==> src/rtl/reg_bus_arbiter_pkg.sv <==
// Shared constants and state type for the register-bus arbiter.
// Pure declarations: no latency, no backpressure.
package reg_bus_pkg;
  localparam int NREQ     = 8;
  localparam int SEL_W    = 3;
  localparam int MAX_HOLD = 4;
  localparam int HOLD_W   = 4;

  typedef enum logic {
    IDLE = 1'b0,
    OWN  = 1'b1
  } state_t;
endpackage

==> src/rtl/reg_bus_arbiter_if.sv <==
// Request/grant bundle between the requesting agents and the arbiter.
// Wires only: no latency, no backpressure.
interface reg_bus_arbiter_if;
  import reg_bus_pkg::*;

  logic [NREQ-1:0]   req;
  logic [NREQ-1:0]   grant;
  logic [SEL_W-1:0]  Sel;
  logic              bus_busy;
  logic [HOLD_W-1:0] hold_cnt;

  modport master (input req, output grant, Sel, bus_busy, hold_cnt);
  modport slave  (output req, input grant, Sel, bus_busy, hold_cnt);
endinterface

==> src/rtl/reg_bus_arbiter_rr_pick.sv <==
// Rotating-priority picker: first set req bit after ptr, wrapping, wins.
// Combinational, zero latency; no backpressure.
module rr_pick
  import reg_bus_pkg::*;
(
  input  logic [NREQ-1:0]  req,
  input  logic [SEL_W-1:0] ptr,
  output logic [SEL_W-1:0] winner,
  output logic             found
);

  logic [NREQ-1:0]  rotReq;
  logic [SEL_W-1:0] offset;

  always_comb begin
    rotReq = '0;
    offset = '0;
    found  = 1'b0;
    // rotReq[0] is the index just after ptr, so ptr itself lands at the top
    for (int i = 0; i < NREQ; i++) begin
      rotReq[i] = req[ptr + SEL_W'(i + 1)];
    end
    for (int i = NREQ - 1; i >= 0; i--) begin
      if (rotReq[i]) begin
        found  = 1'b1;
        offset = SEL_W'(i);
      end
    end
    winner = ptr + offset + SEL_W'(1);
  end

endmodule

==> src/rtl/reg_bus_arbiter.sv <==
// Round-robin owner of the 8:1 register read bus, tenure capped at MAX_HOLD cycles.
// Grant is registered (1-cycle latency); a dropped req is honoured one cycle later.
module reg_bus_arbiter
  import reg_bus_pkg::*;
#(
  parameter int MAX_HOLD = reg_bus_pkg::MAX_HOLD
) (
  input  logic               clk,
  input  logic               reset,
  reg_bus_arbiter_if.master  bus
);

  state_t            state, nextState;
  logic [NREQ-1:0]   grantR, nextGrant;
  logic [SEL_W-1:0]  selR, nextSel;
  logic [SEL_W-1:0]  ptrR, nextPtr;
  logic [HOLD_W-1:0] holdR, nextHold;
  logic [SEL_W-1:0]  winner;
  logic              found;

  rr_pick u_pick (
    .req    (bus.req),
    .ptr    (ptrR),
    .winner (winner),
    .found  (found)
  );

  always_ff @(posedge clk or posedge reset) begin
    if (reset) begin
      state  <= IDLE;
      grantR <= '0;
      selR   <= '0;
      ptrR   <= SEL_W'(NREQ - 1);
      holdR  <= '0;
    end else begin
      state  <= nextState;
      grantR <= nextGrant;
      selR   <= nextSel;
      ptrR   <= nextPtr;
      holdR  <= nextHold;
    end
  end

  always_comb begin
    nextState = state;
    nextGrant = grantR;
    nextSel   = selR;
    nextPtr   = ptrR;
    nextHold  = holdR;
    unique case (state)
      IDLE: begin
        if (found) begin
          nextState = OWN;
          nextGrant = NREQ'(1) << winner;
          nextSel   = winner;
          nextPtr   = winner;
          nextHold  = '0;
        end
      end
      OWN: begin
        if (bus.req[ptrR] && (holdR < HOLD_W'(MAX_HOLD - 1))) begin
          nextHold = holdR + HOLD_W'(1);
        end else if (found) begin
          // Owner sits last in rotation, so it only re-wins when alone
          nextGrant = NREQ'(1) << winner;
          nextSel   = winner;
          nextPtr   = winner;
          nextHold  = '0;
        end else begin
          nextState = IDLE;
          nextGrant = '0;
          nextHold  = '0;
        end
      end
      default: begin
        nextState = IDLE;
        nextGrant = '0;
        nextHold  = '0;
      end
    endcase
  end

  assign bus.grant    = grantR;
  assign bus.Sel      = selR;
  assign bus.bus_busy = |grantR;
  assign bus.hold_cnt = holdR;

endmodule

==> src/flat_wrapper.sv <==
// flat-port wrapper written by rule: the top's interface ports become plain ports
module reg_bus_arbiter_flat import reg_bus_pkg::*;
#(
  parameter int MAX_HOLD = reg_bus_pkg::MAX_HOLD
)
  (clk, reset, bus_req, bus_grant, bus_Sel, bus_bus_busy, bus_hold_cnt);
  reg_bus_arbiter_if bus_i ();
  input  logic clk;
  input  logic reset;
  input wire logic [$bits(bus_i.req)-1:0] bus_req;
  output wire logic [$bits(bus_i.grant)-1:0] bus_grant;
  output wire logic [$bits(bus_i.Sel)-1:0] bus_Sel;
  output wire logic [$bits(bus_i.bus_busy)-1:0] bus_bus_busy;
  output wire logic [$bits(bus_i.hold_cnt)-1:0] bus_hold_cnt;
  assign bus_i.req = bus_req;
  assign bus_grant = bus_i.grant;
  assign bus_Sel = bus_i.Sel;
  assign bus_bus_busy = bus_i.bus_busy;
  assign bus_hold_cnt = bus_i.hold_cnt;
  reg_bus_arbiter #(.MAX_HOLD(MAX_HOLD)) u_core (.clk(clk), .reset(reset), .bus(bus_i));
endmodule
==> config.mk <==
export PLATFORM = sky130hd
export DESIGN_NAME = reg_bus_arbiter_flat
export DESIGN_NICKNAME = d
export VERILOG_FILES = /design/src/rtl/reg_bus_arbiter_pkg.sv /design/src/rtl/reg_bus_arbiter_if.sv /design/src/rtl/reg_bus_arbiter_rr_pick.sv /design/src/rtl/reg_bus_arbiter.sv /design/src/flat_wrapper.sv
export SDC_FILE = /design/constraint.sdc
export NUM_CORES = 1
export LEC_CHECK = 0
export BUFFER_PORTS_ARGS = -buffer_cell sky130_fd_sc_hd__buf_2
export CAP_MARGIN = 20
export CORE_ASPECT_RATIO = 1.2
export CORE_MARGIN = 3
export CORE_UTILIZATION = 35
export CTS_BUF_LIST = sky130_fd_sc_hd__clkbuf_8
export DETAILED_ROUTE_END_ITERATION = 8
export GPL_ROUTABILITY_DRIVEN = 0
export PLACE_DENSITY = 0.55
export SYNTH_ARGS = -nofsm -noshare
export SYNTH_HDL_FRONTEND = slang
export SYNTH_HIERARCHICAL = 1
export SYNTH_SLANG_ARGS = --single-unit
==> constraint.sdc <==
create_clock -name clk -period 4.7 [get_ports clk]
set_clock_uncertainty 0.05 [all_clocks]
set_input_delay 0.705 -clock clk [delete_from_list [all_inputs] [get_ports clk]]
set_output_delay 0.705 -clock clk [all_outputs]
set_load 0.03 [all_outputs]
=== Word-level counts from Yosys, hierarchy flattened ===
Cells that the tools add are included.

* Flip-flop bits (word level): 19
* Latch bits: 0
* RAM bits: 0
* ROM bits: 0
* Input port bits: 10
* Output and inout port bits: 16
* Logic and storage cells: 79
* Memories: 0

* $add $sub $neg: 10
* Multipliers: 0
* Div/mod/pow operators: 0
* $lt $le $gt $ge: 9
* Equal/unequal tests: 2
* Shift operators: 1
* Mux-type cells: 48
* Bitwise operators: 1
* Reduce and logical (&&, ||, !) cells: 3

{| class="wikitable"
|+ Operator list
! kind !! number
|-
| $mux 3 || 12
|-
| $lt 3x4->1 const B || 8
|-
| $bmux 1 s3 || 8
|-
| $mux 8 || 3
|-
| $mux 1 || 18
|-
| $pmux 8 s2 || 1
|-
| $add 3x3->3 const B || 4
|-
| $pmux 3 s2 || 2
|-
| $mux 4 || 2
|-
| $pmux 4 s2 || 1
|-
| $reduce_or 8->1 || 1
|-
| $shl 1x3->8 const A || 1
|-
| $add 3x1->3 const B || 2
|-
| $add 3x2->3 const B || 2
|-
| $add 4x1->4 const B || 1
|-
| $lt 4x2->1 const B || 1
|-
| $add 3x3->3 || 1
|-
| $ne 2x1->1 const B || 1
|-
| $ne 2x2->1 const B || 1
|-
| $pmux 1 s2 || 1
|-
| $reduce_and 2->1 || 1
|-
| $logic_and 1x1->1 || 1
|-
| $not 1->1 || 1
|}

=== Depth between registers and ports, before layout ===
* Depth after elaboration: 16
* Mapped depth: 16
* Depth with buffers taken out: 14

=== By module ===
Netlist, hierarchy kept.

{| class="wikitable"
|+ Modules (own cells, without submodules)
! module !! instances !! cells an instance !! area an instance (µm²) !! seq. area each (µm²)
|-
| reg_bus_arbiter || 1 || 68 || 904.6 || 479.2
|-
| rr_pick || 1 || 68 || 674.4 || 0.0
|}

=== Worst setup path before layout ===
OpenSTA, ideal clock, no wires.

* Path type: register to register
* Start point: reg u_core.ptrR[1]
* End point: reg u_core.grantR[3], in the netlist u_core/bus.grant[3]
* Library setup time: 0.122 ns
* Data arrival time: 3.953 ns
* Setup slack: 0.576 ns
* Cell stages (with the launch flop): 15
* Path buffers: 2
* Cells stage by stage: dfstp_2 > buf_2 > inv_1 > ha_1 > clkbuf_1 > mux4_2 > or2_1 > mux4_2 > nand2b_1 > a21boi_1 > fa_1 > xor2_1 > xnor2_1 > nor2b_1 > a32o_1

* Longest elaborated chain between the ends: 16
* Elaborated cells on any way between the ends: 50
* Those cells by class: add/sub: 9; eq/ne: 2; shift: 1; mux: 36; reduce/logical: 2

{| class="wikitable"
|+ RTL lines
! item !! line !! source
|-
| from (decl) || reg_bus_arbiter.sv:16 || <nowiki>logic [SEL_W-1:0] ptrR, nextPtr;</nowiki>
|-
| from (signal assigned) || reg_bus_arbiter.sv:33 || <nowiki>ptrR <= SEL_W'(NREQ - 1);</nowiki>
|-
| from (signal assigned) || reg_bus_arbiter.sv:39 || <nowiki>ptrR <= nextPtr;</nowiki>
|-
| $add 3x3->3 / $bmux 1 s3 (equally long branches) || reg_bus_arbiter_rr_pick.sv:21 || <nowiki>rotReq[i] = req[ptr + SEL_W'(i + 1)];</nowiki>
|-
| $bmux 1 s3 / $mux 1 (equally long branches) || reg_bus_arbiter_rr_pick.sv:21 ||
|-
| $mux 1 (implied by the code) / $mux 3 (equally long branches) || reg_bus_arbiter_rr_pick.sv:21, reg_bus_arbiter_rr_pick.sv:24 ||
|-
| $mux 3 (7 in series) || reg_bus_arbiter_rr_pick.sv:24 || <nowiki>if (rotReq[i]) begin</nowiki>
|-
| $add 3x3->3 * || reg_bus_arbiter_rr_pick.sv:29 || <nowiki>winner = ptr + offset + SEL_W'(1);</nowiki>
|-
| $add 3x1->3 * || reg_bus_arbiter_rr_pick.sv:29 ||
|-
| via u_core.winner[2] || reg_bus_arbiter.sv:18 || <nowiki>logic [SEL_W-1:0] winner;</nowiki>
|-
| $shl 1x3->8 * || reg_bus_arbiter.sv:54, reg_bus_arbiter.sv:65 ||
|-
| $mux 8 || reg_bus_arbiter.sv:63 || <nowiki>end else if (found) begin</nowiki>
|-
| $mux 8 || reg_bus_arbiter.sv:61 || <nowiki>if (bus.req[ptrR] && (holdR < HOLD_W'(MAX_HOLD - 1))) begin</nowiki>
|-
| $pmux 8 s2 * || reg_bus_arbiter.sv:50 || <nowiki>unique case (state)</nowiki>
|-
| to (signal assigned) || reg_bus_arbiter.sv:37 || <nowiki>grantR <= nextGrant;</nowiki>
|-
| to (decl) || reg_bus_arbiter.sv:14 || <nowiki>logic [NREQ-1:0] grantR, nextGrant;</nowiki>
|}

Mark *: on every way through the listed nets, which the timed path passes. The rest lies on a longest branch. The select of a mux whose other input is x is not followed.
A chain may end at the register's enable or synchronous reset.

=== Worst setup path in the final report ===
* Start point: reg u_core.ptrR[0]
* End point: reg u_core.grantR[3], in the netlist u_core/bus.grant[3]

The elaborated chain is that of the path after synthesis.

==> impl_results.md <==
* Outcome: completed
* Die area at 5357 um^2
* Area grow syn2layout at 12.84%
* WL/cell at 15.97 um
* Root Buffer: clkbuf_8
* Post-layout min period at 4.275 ns
* Number of CTS-inserted buffers at 3
* Post-DRT Antenna Nets at 0
* Global-route wire length before repair at 6.065 mm
* DP HPWL at 2.703 mm
* Async S/R FF share, synth at 1.000
* Total gr overflow at 0
* Final count of negative-setup-slack endpoints at 0
* Max H-tree Level at 1
* Pre-Repair DR Iteration Count at 4
* Vias per inst at 5.637
* Synth top area cells: dfrtp_1 25%, mux4_2 16%, mux2_2 6.4%
* Pin count of the biggest net entering global routing at 20
* Worst slew pin tran at 0.6870 ns
* Std cell rows at 26
* Clock Pin Slew Worst Setup and Hold Paths at 0.07 ns
* Vias in the first global route at 1223
* IO buf count at 25
* CP required at 4.79 ns
* PnR worst setup slack at 0.4250 ns
* Data arrival time of the worst path at 4.37 ns
* Period utilisation layout at 0.9096
* PostCTS Resize Cnt at 0
* Internal reg-to-reg setup slack at 0.42 ns
* Final Hold Fails at 0
* Critical Setup Path Class: reg2reg
* Slowest-stage cell, CP: dfstp_2
* Clock sinks at 19
* Detailed-route DRC error count at 0
* Syn_nets at 151
* Core ar. at 4294 um^2
* Mapped Avg Cell Area at 11.61 um^2
* Share of cells above drive strength 1 at 0.3836
* Antenna violations before repair at 0
* Worst hold endpoint: u_core/bus.Sel[1]
* Synth Cell Area at 1579 um^2
* Post-synth top area cell: dfrtp_1
* CP Launch Point: u_core/ptrR[0]
* Worst Reg-to-Reg Cells at 12
* # nets final at 175
* Starting Density at 0.3677
* Worst-path cell chain: inv_2, ha_1, mux4_2, or2_1, mux4_2, nand2b_1, a21boi_1, fa_1, xor2_1, xnor2_1, nor2b_1, a32o_1
* Tot GR Track Use at 0.1450
* Reg2reg end: u_core/bus.grant[3]
* Ports at 26
* Sequential area share after synthesis at 0.3035
* Worst Path Max Fanout at 16
* Yosys top cell area share at 0.2536
* Worst reg2reg startpoint: u_core/ptrR[0]
* CP top delay family: adder cells
* Post-layout util at 0.4149
* Pre-CTS setup slack at 0.4010 ns
* Worst hold path type: reg2reg
* Mapped Cells at 136
* Worst-skew pair later-pin latency at 0.26 ns
* Hold buffers post-CTS at 0
* Synth Register Bits at 19
* RSZ-0062 raised after global routing: false
* Warnings from Yosys at 6
* Top_reg_cell synth: dfrtp_1
* Max_cap viols at 0
* Max Clk Rate at 0.2339 GHz
* CTS tree: yes
* Clk buf depth at 2
* Rel. slew slack at 0.5415
* Worst Hold Depth at 1
* Critical path launch point type: flop
* Most used cell, CP: mux4_2
* Ant. Diodes at 0
* Worst hold start: u_core/bus.Sel[1]
* Die Ht at 79.58 um
* Setup TNS Final at 0 ns
* Slowest cell delay on critical path at 0.76 ns
* Final max-slew violation count at 0
* 1st-iter DRT viols at 46
* Routed WL at 3.433 mm
* Synth cell types at 45
* Die W at 67.32 um
* Post-synth EDFFs at 0
* Kind of end point of the critical path: flop
* Critical path buffers and inverters at 1
* Via count at 1212
* Post-CTS setup buffer count at 0
* Most common cell in the netlist: dfrtp_1
* Post-synth top cells: 16 x dfrtp_1, 11 x mux4_2, 11 x nor2_1
## state kept, by name (all words and copies together), names as in the netlist
register,cells
u_core/bus.Sel,3
u_core/ptrR,3
u_core/state,1
u_core/bus.hold_cnt,4
u_core/bus.grant,8
## cells by family (layout without fill, tap and decap cells)
kind of cell / count (synthesis) / after routing / synth area share
AO/OA/AOI/OAI: 25 / 25 / 0.1561
XOR/XNOR: 5 / 5 / 0.02773
adder cells (fa/ha/maj): 5 / 5 / 0.04438
buffers and inverters: 13 / 36 / 0.04120
flip-flops: 19 / 19 / 0.3035
multiplexers: 28 / 28 / 0.2821
AND/OR/NAND/NOR: 41 / 41 / 0.1450
## layout by cell type, fill, tap and decap left out, types with 2 or more instances in the layout
cell type / synthesis / layout
buf_2: 1 / 25
and2_1: 4 / 4
a22o_1: 2 / 2
nand2_1: 4 / 4
mux4_2: 11 / 11
xor2_1: 4 / 4
dfrtp_1: 16 / 16
ha_1: 4 / 4
dfstp_2: 3 / 3
nor2_1: 11 / 11
mux2_2: 9 / 9
nand2b_1: 2 / 2
a21boi_1: 2 / 2
clkbuf_8: 0 / 3
inv_1: 6 / 6
nand3_1: 2 / 2
a32o_1: 8 / 8
a211oi_1: 2 / 2
o21ai_0: 2 / 2
or2_1: 3 / 3
nor2b_1: 6 / 6
mux2i_1: 7 / 7
nor4_1: 2 / 2
## worst max path at each step
| stage | end | slack (ns) | cells after the start |
|---|---|---|---|
| floorplan | u_core/bus.grant[3] | 0.58 | 14 |
| global placement | u_core/bus.grant[3] | 0.54 | 12 |
| detailed placement | u_core/bus.grant[3] | 0.40 | 12 |
| CTS | u_core/bus.grant[3] | 0.38 | 12 |
| global route | u_core/bus.grant[4] | 0.12 | 12 |
| finish | u_core/bus.grant[3] | 0.42 | 12 |
## cell type report
cell class	count	area, um^2
clock buffers	3	41.29
well taps	56	70.07
flip-flops and latches	19	479.2
clock inverters	1	5.005
fillers	443	2512
multi-input cells	104	1035
repair buffers	25	125.1
inverters	7	26.28
## per-layer routing
metal | up-vias | track usage | share of wire
li1 | 566 | - | -
met1 | 614 | 0.1725 | 0.41
met2 | 28 | 0.2596 | 0.54
met3 | 4 | 0.01831 | 0.038
met4 | 0 | 0.05477 | 0.0099
met5 | - | 0 | 0
## metrics by stage
stage               cell area (um^2)  cells  hold slack (ns)
floorplan                       1579    136           0.5229
global route                    1782    215           0.4824
global placement                1735    211           0.4326
detailed placement              1735    211           0.4351
CTS                             1782    215           0.4593
finish                          1782    215           0.4568
Power is not shown: default switching activity piles up to over one toggle a cycle in this logic, so the estimate is an artifact.
